===== src/rtl/prog_delay_line.sv =====
// Programmable sample delay line: a MAX_DEPTH-entry circular buffer that
// re-emits each accepted sample after D further accepts, flushing on cfg_load.
module prog_delay_line #(
    parameter int WIDTH         = 8,
    parameter int MAX_DEPTH     = 32,
    parameter int DEFAULT_DELAY = 30,
    localparam int DW           = $clog2(MAX_DEPTH + 1),
    localparam int AW           = $clog2(MAX_DEPTH)
) (
    input  logic             clock,
    input  logic             reset_n,
    input  logic             in_valid,
    input  logic [WIDTH-1:0] data_in,
    input  logic             cfg_load,
    input  logic [DW-1:0]    delay_cfg,
    output logic             out_valid,
    output logic [WIDTH-1:0] data_out,
    output logic             primed,
    output logic [DW-1:0]    active_delay
);

    localparam logic [DW-1:0] MAX_D     = DW'(MAX_DEPTH);
    localparam logic [DW-1:0] DEF_D     = DW'(DEFAULT_DELAY);
    localparam logic [AW-1:0] LAST_ADDR = AW'(MAX_DEPTH - 1);

    logic [WIDTH-1:0] mem_q [MAX_DEPTH];

    logic [AW-1:0]    wptr_q, wptr_d, wptr_next;
    logic [DW-1:0]    fill_q, fill_d;
    logic [DW-1:0]    delay_q, delay_d;
    logic             out_valid_q, out_valid_d;
    logic [WIDTH-1:0] data_out_q, data_out_d;

    logic [DW-1:0]    wptr_ext;
    logic [AW-1:0]    rd_addr;
    logic [WIDTH-1:0] rd_data;
    logic [DW-1:0]    cfg_clamped;
    logic             full;
    logic             wr_en;

    assign full     = (fill_q == delay_q);
    assign wptr_ext = DW'(wptr_q);

    // The wrap term stays below MAX_DEPTH, so modular DW-bit arithmetic is exact.
    assign rd_addr   = (wptr_ext >= delay_q) ? AW'(wptr_ext - delay_q)
                                             : AW'(wptr_ext + MAX_D - delay_q);
    assign rd_data   = mem_q[rd_addr];
    assign wptr_next = (wptr_q == LAST_ADDR) ? '0 : wptr_q + AW'(1);

    always_comb begin
        if (delay_cfg == '0) begin
            cfg_clamped = DW'(1);
        end else if (delay_cfg > MAX_D) begin
            cfg_clamped = MAX_D;
        end else begin
            cfg_clamped = delay_cfg;
        end
    end

    // NOTE: every output of this block gets a default first so no latch is inferred.
    always_comb begin
        wptr_d      = wptr_q;
        fill_d      = fill_q;
        delay_d     = delay_q;
        out_valid_d = 1'b0;
        data_out_d  = '0;
        wr_en       = 1'b0;
        if (cfg_load) begin
            delay_d = cfg_clamped;
            if (in_valid) begin
                wr_en  = 1'b1;
                wptr_d = wptr_next;
                fill_d = DW'(1);
            end else begin
                fill_d = '0;
            end
        end else if (in_valid) begin
            wr_en  = 1'b1;
            wptr_d = wptr_next;
            fill_d = full ? fill_q : fill_q + DW'(1);
            if (full) begin
                out_valid_d = 1'b1;
                data_out_d  = rd_data;
            end
        end
    end

    always_ff @(posedge clock or negedge reset_n) begin
        if (!reset_n) begin
            wptr_q      <= '0;
            fill_q      <= '0;
            delay_q     <= DEF_D;
            out_valid_q <= 1'b0;
            data_out_q  <= '0;
        end else begin
            wptr_q      <= wptr_d;
            fill_q      <= fill_d;
            delay_q     <= delay_d;
            out_valid_q <= out_valid_d;
            data_out_q  <= data_out_d;
        end
    end

    // NOTE: the buffer is deliberately not reset; out_valid gating keeps stale entries hidden.
    always_ff @(posedge clock) begin
        if (wr_en) begin
            mem_q[wptr_q] <= data_in;
        end
    end

    assign out_valid    = out_valid_q;
    assign data_out     = data_out_q;
    assign primed       = full;
    assign active_delay = delay_q;

endmodule


===== config.mk =====
export PLATFORM = sky130hd
export DESIGN_NAME = prog_delay_line
export DESIGN_NICKNAME = d
export VERILOG_FILES = /design/src/rtl/prog_delay_line.sv
export SDC_FILE = /design/constraint.sdc
export NUM_CORES = 1
export LEC_CHECK = 0
export BUFFER_PORTS_ARGS = -buffer_cell sky130_fd_sc_hd__buf_4
export CELL_PAD_IN_SITES_DETAIL_PLACEMENT = 1
export CELL_PAD_IN_SITES_GLOBAL_PLACEMENT = 1
export CORE_MARGIN = 2
export CORE_UTILIZATION = 35
export DETAILED_ROUTE_END_ITERATION = 6
export HOLD_SLACK_MARGIN = 0.05
export PLACE_DENSITY = 0.65
export SYNTH_ARGS = -nofsm -noshare
export SYNTH_HDL_FRONTEND = slang
export SYNTH_SLANG_ARGS = --single-unit

===== constraint.sdc =====
create_clock -name clock -period 3.4 [get_ports clock]
set_clock_uncertainty 0.05 [all_clocks]
set_input_delay 0.17 -clock clock [delete_from_list [all_inputs] [get_ports clock]]
set_output_delay 0.17 -clock clock [all_outputs]
set_load 0.005 [all_outputs]

==> summary by stage, run 1 <==
Global route
The pin count of the biggest net entering global routing is 33. The remaining global-route overflow is 0. In the global route stage, overall resource usage came out at 15.8%. The number of global-route vias before repair is 6296. The number of antenna violations at the first check in global routing is 0.

The first global-routing pass estimated 40200 um of wire.

Floorplan
The horizontal extent of the die is between 150 and 200 um. The placeable core area is roughly 33000 um^2. Row generation in the floorplan step produced between 60 and 70 rows. The die is 186 um tall. In this run the count of I/O pins placed on the die edge is 34. The die area is 34600 um^2.

For this configuration, the core starts out at a cell density of about 36%.

Yosys
After synthesis, the netlist uses 52 different library cells. The combinational family with the most area after synthesis is multiplexers. Summing the areas of all xor and xnor instances in the mapped netlist gives 0.971% of the synthesized area. Of all cell types, the one taking the most synthesized area is sky130_fd_sc_hd__edfxtp_1. During synthesis, Yosys emitted a total of 0 warnings. In this run, synthesis inferred approximately 260 flip-flops with an integrated enable. In the synthesized netlist, mux cells make up 15.6% of the area. In the post-synthesis netlist, the biggest area contributors are sky130_fd_sc_hd__edfxtp_1 66%, sky130_fd_sc_hd__mux4_1 9.7%, sky130_fd_sc_hd__dfrtp_1 4.7%.

Synthesis produced a netlist with a net count of 607. The area share of fa/ha/maj cells after synthesis is 1.25%. The share of the synthesized area in compound gates (AO/OA/AOI/OAI) is approximately 3.3%. The synthesized cell area is 11600 um^2. The instance count of the mapped netlist is 578. In this run the mean area of a mapped cell was 20.1 um^2.

The share of synthesized area occupied by flip-flops and latches is 71.9%. The share of synthesized cell area in and, or, nand and nor gates is 4.92%. The most used flip-flop cell after synthesis is sky130_fd_sc_hd__edfxtp_1. The proportion of netlist area held by the largest area contributor is 66.3%. The number of register bits inferred by synthesis is around 280. For this run, asynchronously set or reset flops after synthesis account for 9.22%.

Outcome
The flow ran to the end, and the final reports show no timing, DRC or antenna violations.

Routing
After detailed routing, the met2 layer carries 13500 um of wire. The number of remaining DRC errors is 0. In this run the top signal layer used is met4.

The routed wire length on met3 is between 1000 and 1500 um. Wires add up to 27100 um. After detailed routing, the average wire length per cell comes to around 24 um. Dividing the detail-routed via count by the number of cells gives between 5 and 6. The post-route antenna net violation count is 0. The number of DRC markers in iteration 0 is 460. The iteration count of the initial detailed-routing pass is 4. The routed length on met1 is about 12000 um. The total number of vias is 5779.

STA
After layout, the worst setup slack is 0.0677 ns. For this run, the top clock speed supported by timing is roughly 300 MHz. The number of hold violations in the final report was 0. Setup repair after global routing could not meet its margin everywhere.

The normalized max-slew margin is 39.2%. The number of setup violations in the final report is 0. The number of max-slew violations in the final report came to 0.

The hold slack is 0.395 ns. At the pin with the least slew margin, the transition time is between 0.9 and 1 ns. The final critical delay including setup and external delays is around 3.3 ns.

In the finished design, the share of the clock period the worst path needs comes to about 98%.

Critical path
The kind of critical path is register to register. Traced cell by cell, the critical path runs through inv_1 > ha_2 > inv_1 > fa_4 > buf_12 > mux4_1 > mux2_2 > o22ai_1 > nor4_1. Data on the critical path is required at its endpoint by approximately 3.7 ns. The maximum cell stage delay along the critical path is 0.86 ns. The endpoint type of the worst setup path is a register. At the worst endpoint, the arrival time is about 3.7 ns. On the critical path, the stage with the largest delay is an instance of sky130_fd_sc_hd__fa_4. In this run the worst path has a maximum fanout of 25. In this run the register-to-register setup slack is 0.07 ns. STA classifies the critical path startpoint as a register.

The cell repeated most along the worst path is sky130_fd_sc_hd__inv_1. The depth of the most critical reg-to-reg path is 9.

Placement
The post-placement setup slack is -0.0737 ns. The routability congestion estimate is 0.774. The total of buffers placed on input and output ports is 33. The number of placed instances with taps included is 1054. Detailed placement finished with a half-perimeter wire length of 17200 um.

Hold path
The worst hold path cell count is 4. The worst hold path belongs to the class primary input to register.

Job
Across the run, the number of max-cap violations was 0.

Power
Dividing total power by cell area gives a power density of 754 nW/um^2. The worst IR drop on VDD is about 0.47 mV. The analysis attributes to cell leakage a power of 0.00467 uW.

Clock tree
The clock transition at the register clock pins on the worst setup and hold paths after CTS is 0.06 ns. The depth of the CTS H-tree is 1. CTS placed an instance of sky130_fd_sc_hd__clkbuf_16 at the clock tree root. The clock latency on the worst-skew pair is 0.54 ns.

The clock tree from TritonCTS is done. In this run the deepest clock path goes through 3 buffers. The clock net in this run drives a total of 282 sinks.

The number of buffers created by CTS is 29.

Layout
The finished layout holds 1131 standard cells, fillers aside. The area growth from synthesis to layout is 18.0%. The number of nets in the layout is 697. The fraction of layout cells with a size suffix above 1 is 25.7%. The number of antenna cells inserted is 0.
[logic make-up (layout without fill, tap and decap cells)]
kind of cell | count (synthesis) | count (layout)
DFF | 282 | 282
buffers and inverters | 36 | 147
xor gates and xnor gates | 12 | 12
AOI/OAI and AO/OA | 50 | 50
muxes | 83 | 83
and+or+nand+nor | 104 | 104
adders and majority gates | 11 | 11
[critical path, delay by kind of cell (launching register included)]
kind | cells | cell delay, ns
AND/OR/NAND/NOR | 1 | 0.12
AO/OA/AOI/OAI | 1 | 0.17
buffers and inverters | 3 | 0.41
multiplexers | 2 | 0.97
adder cells (fa/ha/maj) | 2 | 1.05
flip-flops | 1 | 0.37
[layout by cell type (no fill, tap or decap), types with 2 or more instances in the layout]
cell type                         n
sky130_fd_sc_hd__clkbuf_1         6
sky130_fd_sc_hd__nand2_1         15
sky130_fd_sc_hd__dlygate4sd3_1   24
sky130_fd_sc_hd__ha_1             9
sky130_fd_sc_hd__mux4_1          43
sky130_fd_sc_hd__nand2b_1         2
sky130_fd_sc_hd__and3_2           8
sky130_fd_sc_hd__nor3_1          12
sky130_fd_sc_hd__o21ai_0         10
sky130_fd_sc_hd__mux2_2          18
sky130_fd_sc_hd__edfxtp_1       256
sky130_fd_sc_hd__o2bb2ai_1        2
sky130_fd_sc_hd__xor2_1           5
sky130_fd_sc_hd__o22ai_1          8
sky130_fd_sc_hd__bufinv_16        3
sky130_fd_sc_hd__or3_1            3
sky130_fd_sc_hd__dfstp_2          4
sky130_fd_sc_hd__clkinv_1         3
sky130_fd_sc_hd__buf_4           59
sky130_fd_sc_hd__mux4_2          21
sky130_fd_sc_hd__and3_1          12
sky130_fd_sc_hd__o2111ai_1        2
sky130_fd_sc_hd__inv_1            9
sky130_fd_sc_hd__dfrtp_1         22
sky130_fd_sc_hd__xnor2_1          6
sky130_fd_sc_hd__nand3b_1         2
sky130_fd_sc_hd__nor4_1           9
sky130_fd_sc_hd__clkbuf_8         2
sky130_fd_sc_hd__a211oi_2         6
sky130_fd_sc_hd__clkinv_2         8
sky130_fd_sc_hd__nor2_1          26
sky130_fd_sc_hd__and2_1           2
sky130_fd_sc_hd__clkbuf_16       30
sky130_fd_sc_hd__o211ai_1         2
sky130_fd_sc_hd__nand3_1          5
sky130_fd_sc_hd__a211oi_1        10
sky130_fd_sc_hd__a21o_2           2
[timing repair]
item	CTS	global route
hold buffers	24	0
gates cloned	0	1
setup endpoints to repair	3	6
gates resized for setup	5	4
buffers inserted	0	0
hold endpoints to repair	243	0
[state kept, by name, indices dropped and copies added (netlist names)]
register,cells
data_out,8
active_delay,6
mem_q,256
out_valid,1
fill_q,6
wptr_q,5
[Yosys cell counts, types with 2 or more instances]
cell type	n
sky130_fd_sc_hd__or3_1	3
sky130_fd_sc_hd__inv_1	9
sky130_fd_sc_hd__a21o_2	2
sky130_fd_sc_hd__nor3_1	12
sky130_fd_sc_hd__mux4_1	43
sky130_fd_sc_hd__and3_1	12
sky130_fd_sc_hd__clkbuf_8	2
sky130_fd_sc_hd__o2bb2ai_1	2
sky130_fd_sc_hd__o2111ai_1	2
sky130_fd_sc_hd__xor2_1	5
sky130_fd_sc_hd__o22ai_1	9
sky130_fd_sc_hd__and3_2	8
sky130_fd_sc_hd__nand2b_1	2
sky130_fd_sc_hd__o21ai_0	10
sky130_fd_sc_hd__edfxtp_1	256
sky130_fd_sc_hd__buf_2	6
sky130_fd_sc_hd__a211oi_1	16
sky130_fd_sc_hd__buf_8	2
sky130_fd_sc_hd__buf_6	6
sky130_fd_sc_hd__clkbuf_1	9
sky130_fd_sc_hd__o211ai_1	2
sky130_fd_sc_hd__nor4_1	10
sky130_fd_sc_hd__mux4_2	21
sky130_fd_sc_hd__ha_1	10
sky130_fd_sc_hd__dfrtp_1	22
sky130_fd_sc_hd__nor2_1	26
sky130_fd_sc_hd__nand3b_1	2
sky130_fd_sc_hd__nand3_1	5
sky130_fd_sc_hd__nand2_1	15
sky130_fd_sc_hd__xnor2_1	6
sky130_fd_sc_hd__and2_1	2
sky130_fd_sc_hd__mux2_2	18
sky130_fd_sc_hd__dfstp_2	4
[area by class of cell]
class,instances,area [um^2]
timing repair buffer,86,756
tap,442,553
fill,3084,18900
sequential,282,8340
clock buffer,37,776
inverter,9,33.8
multi-input combinational,260,3080
clock inverter,15,150
[worst paths after layout]
path / from / to
max: wptr_q[0] / data_out[1]
min: delay_cfg[4] / active_delay[4]
max reg2reg: wptr_q[0] / data_out[1]
min reg2reg: fill_q[5] / fill_q[5]
max in group asynchronous: reset_n / fill_q[4]
min in group asynchronous: reset_n / wptr_q[1]
[per-stage QoR]
step	util (%)	setup TNS, ns	instance area (um^2)	power, uW
5_1_grt	42.0	-0.0501	13700	10700
2_1_floorplan	-	0	11600	6250
6_report	42.0	0	13700	10300
3_5_place_dp	38.2	-0.145	12400	7140
3_3_place_gp	38.2	-0.136	12400	7080
4_1_cts	41.8	0	13600	10300
[report_power, final]
part,internal (uW),switching [uW]
Clock,1830,1260
Sequential,3970,122
Combinational,1430,1700
[layer usage]
layer / track usage, % / vias to the layer above
met5: 0 / -
met4: 3.15 / 0
met3: 2.03 / 21
met2: 27.3 / 133
met1: 21.6 / 3034
li1: - / 2591
No activity file was read; power rests on OpenSTA's default activity.
==> run 2: changes to the inputs <==
Settings changed: ABC_AREA set to 1, PLACE_DENSITY 0.65 to 0.69, SLEW_MARGIN set to 30.
==> run 2 against run 1 <==
Hold slack got worse by 0.32 ns. Power rose by 8.3%. Die area is 2.5% higher. Via count grew 41%. Non-clock buffer count is 14 lower. Clock-buffer cell count increased by 3. Sequential cell count unchanged. Critical endpoint is now data_out[5]. Largest power group unchanged. Highest routed layer unchanged.
==> summary by stage, run 2 <==
Outcome
The flow ran to the end, and the final reports show no timing, DRC or antenna violations.

Global route
The global-route usage over all layers is 18.7% (+2.9 points). The first-pass GRT wire length is 51300 um (+28%). The number of antenna violations at the first check in global routing is 0 (unchanged).

The remaining global-route overflow is 0 (unchanged). The pin count of the biggest net entering global routing was 129 (+290%). The number of global-route vias before repair is 8697 (+38%).

Floorplan
The initial standard-cell utilization of the core is 35.5% (-0.084 points). The placeable core area is 33500 um^2 (+2.8%). The horizontal extent of the die was 188 um (+1.2%). The number of standard-cell rows in the floorplan is 67 (+1.5%). The vertical extent of the die is 188 um (+1.2%).

The die area was 35500 um^2 (+2.5%). The count of boundary I/O pins is 34 (unchanged).

Power
The design internal power was 7030 uW (-2.8%). The fraction of power spent switching nets is 37.0% (+7.1 points). The proportion of power drawn by combinational gates is 32.8% (+2.5 points).

The leakage dissipation is 0.00536 uW (+15%). The worst IR drop on VDD is 0.497 mV (+6.9%). The net switching component of the power is 4130 uW (+34%). The share of power burned in the clock network was 30.4% (+0.4 points). The total power is 11200 uW (+8.3%). The cell area power density is 802 nW/um^2 (+6.4%). The power share of the sequential group is 36.8% (-2.9 points).

Layout
The register with the most flip-flops is mem_q. Leaving out fill and tap cells, the most frequent cells in the layout are 436 x sky130_fd_sc_hd__nand2_1, 256 x sky130_fd_sc_hd__edfxtp_1, 184 x sky130_fd_sc_hd__nand3_1. The number of antenna cells inserted is 0 (unchanged). Relative to the synthesized area, the layout overhead comes to 17.0%.

The fraction of layout cells with a size suffix above 1 was 9.13% (-17 points). The commonest non-fill, non-tap cell in the layout is sky130_fd_sc_hd__nand2_1. The number of nets in the layout is 1176 (+69%).

The number of flip-flops in the largest register is 256 (unchanged).

Job
The count of maximum capacitance violations is 0 (unchanged).

Yosys
The most repeated cell in the gate-level netlist after synthesis is sky130_fd_sc_hd__nand2_1. By area the synthesized netlist is led by sky130_fd_sc_hd__edfxtp_1 65%, sky130_fd_sc_hd__nand2_1 14%, sky130_fd_sc_hd__nand3_1 7.7%. The instance count of the mapped netlist is 1094 (+89%).

Among all flip-flop cells after synthesis, the most frequent one is sky130_fd_sc_hd__edfxtp_1. The share of synthesized area occupied by flip-flops and latches is 70.1% (-1.8 points). The proportion of netlist area held by the largest area contributor is 64.6% (-1.7 points).

The Yosys warning count is 0 (unchanged). The average footprint of a synthesized cell is 10.9 um^2 (-46%). The share of synthesized flip-flops with an asynchronous set or reset is 9.22% (unchanged). After synthesis, the most frequently instantiated cells are 436 x sky130_fd_sc_hd__nand2_1, 256 x sky130_fd_sc_hd__edfxtp_1, 184 x sky130_fd_sc_hd__nand3_1, 70 x sky130_fd_sc_hd__nor2_1, 42 x sky130_fd_sc_hd__buf_2.

The net count of the mapped netlist is 1123 (+85%). The number of distinct standard cells referenced by the synthesized netlist is 26 (-50%). The synthesized design spends more area on one cell type than any other, namely sky130_fd_sc_hd__edfxtp_1. The synthesized cell area was 11900 um^2 (+2.6%).

The number of register bits inferred by synthesis was 282 (unchanged). The number of enable flip-flop cells after synthesis came to 256 (unchanged).

Clock tree
The depth of the CTS H-tree came to 1 (unchanged). In this run the clock root is driven by a sky130_fd_sc_hd__clkbuf_16. The number of buffers created by CTS was 31 (+6.9%).

The clock transition at the register clock pins on the worst setup and hold paths after CTS is 0.06 ns (about the same). The maximum clock path buffer count is 3 (unchanged). The clock latency on the worst-skew pair is 0.57 ns (+0.03 ns). The post-cts sizing count is 0 (-5).

TritonCTS built the clock tree. The clock net sink count is 282 (unchanged).

Routing
The routed wire length is 33000 um (+22%). The number of remaining DRC errors is 0 (unchanged). The iteration count of the initial detailed-routing pass came to 5 (+1).

The number of DRC markers in iteration 0 is 580 (+26%). The routed length per instance is 20.4 um (-15%). The detailed-route vias per instance is 5.03 (-1.6%). The post-route antenna net violation count is 0 (unchanged). The total number of vias is 8149 (+41%).

Critical path
The worst register-to-register path ends at data_out[5]. The endpoint type of the worst setup path is a register. The data arrival at the endpoint of the critical path is 3.17 ns (-0.49 ns).

The internal reg-to-reg setup slack came to 0.62 ns (+0.55 ns). The startpoint identified for the worst register-to-register timing path is wptr_q[0]. The worst setup path is of the register to register kind.

The depth of the most critical reg-to-reg path was 13 (+4). STA classifies the critical path startpoint as a register. The maximum net fanout on the critical path came to 18 (-28%). The worst path required time was 3.79 ns (+0.06 ns).

Placement
The routability congestion estimate is 0.758 (-2.1%). The half-perimeter wire length of the detailed placement result is 19000 um (+11%). The total of buffers placed on input and output ports was 33 (unchanged).

STA
The final critical delay including setup and external delays is 2.78 ns (-0.551 ns). Setup repair after global routing left no endpoint under its margin. The final-layout setup total negative slack was 0 ns (unchanged). The upper clock frequency limit is 360 MHz (+20%). The final clock period utilization by the worst path came to 81.8% (-16 points). The hold slack came to 0.0754 ns (-0.319 ns). The worst-margin pin slew is 0.892 ns (-0.0168 ns). The number of max-slew violations in the final report was 0 (unchanged). The number of hold violations in the final report came to 0 (unchanged). The normalized max-slew margin is 40.3% (+1.1 points). The number of setup violations in the final report is 0 (unchanged).

Hold path
The min-delay analysis places its worst path in the category primary input to asynchronous set/reset pin.
## run 2: cell count changes after synthesis, sizes merged, moves of 8 or more
cell	previous run	this run
nor2	26	71
nor4	10	1
nand3	6	185
mux4	64	0
mux2	18	0
inv	9	27
o22ai	9	1
a211oi	16	0
and3	21	0
nor3	12	2
nand2	16	436
buf	16	46
## run 2: power by group through the flow
stage	Clock (uW)	Sequential [uW]	Combinational, uW
floorplan	0	4130	2420
global placement	0	4170	3540
detailed placement	0	4180	3620
CTS	3450	4110	3690
global route	3590	4130	4110
finish	3390	4110	3670
## run 2: logic make-up after synthesis
kind of cell               synth area share [%]
and+or+nand+nor                            24.2
buffers and inverters                      3.05
adders and majority gates                  1.22
DFF                                        70.1
AOI/OAI and AO/OA                         0.705
xor gates and xnor gates                  0.736
## run 2: metal layers
metal	up-vias	share of wire, %	global-route usage [%]
met5	-	0	0
met4	0	2.3	5.26
met3	55	4.5	2.33
met2	189	48	31.6
met1	4082	45	25.6
li1	3823	-	-
## run 2: stage by stage
| step | setup slack, ns | area (um^2) | cells | util [%] |
|---|---|---|---|---|
| 2_1_floorplan | 1.24 | 11900 | 1094 | - |
| 3_3_place_gp | 0.711 | 12600 | 1533 | 37.5 |
| 3_5_place_dp | 0.612 | 12600 | 1533 | 37.5 |
| 4_1_cts | 0.604 | 13900 | 1620 | 41.5 |
| 5_1_grt | 0.444 | 13900 | 1620 | 41.5 |
| 6_report | 0.619 | 13900 | 1620 | 41.5 |
## run 2: worst max path at each step
| stage | startpoint | slack (ns) | endpoint |
|---|---|---|---|
| after floorplan | wptr_q[0] | 1.24 | data_out[0] |
| after global placement | wptr_q[0] | 0.71 | data_out[5] |
| after detailed placement | wptr_q[0] | 0.61 | data_out[5] |
| after CTS | wptr_q[0] | 0.60 | data_out[5] |
| after global routing | active_delay[2] | 0.44 | data_out[5] |
| final | wptr_q[0] | 0.62 | data_out[5] |
## run 2: cell type report
| class | count | area (um^2) |
|---|---|---|
| clock buffer | 40 | 860 |
| fill | 3652 | 19600 |
| clock inverter | 18 | 179 |
| tap | 448 | 561 |
| timing repair buffer | 72 | 673 |
| sequential | 282 | 8340 |
| inverter | 27 | 104 |
| multi-input combinational | 733 | 3210 |
## run 2: timing repair
action	4_1_cts	5_1_grt
hold endpoints to repair	277	0
setup buffers	0	0
hold buffers	29	0
setup endpoints to repair	0	0
## run 2: worst max-delay path, stage by stage (launching register included)
cell	delay [ns]
sky130_fd_sc_hd__dfrtp_1	0.41
sky130_fd_sc_hd__inv_1	0.16
sky130_fd_sc_hd__ha_4	0.14
sky130_fd_sc_hd__inv_1	0.05
sky130_fd_sc_hd__fa_2	0.36
sky130_fd_sc_hd__nor2_1	0.19
sky130_fd_sc_hd__nor2_4	0.07
sky130_fd_sc_hd__inv_2	0.33
sky130_fd_sc_hd__buf_4	0.31
sky130_fd_sc_hd__nand2_1	0.07
sky130_fd_sc_hd__nand2_1	0.10
sky130_fd_sc_hd__nor2_1	0.05
sky130_fd_sc_hd__nor2_1	0.25
sky130_fd_sc_hd__nor2_1	0.08
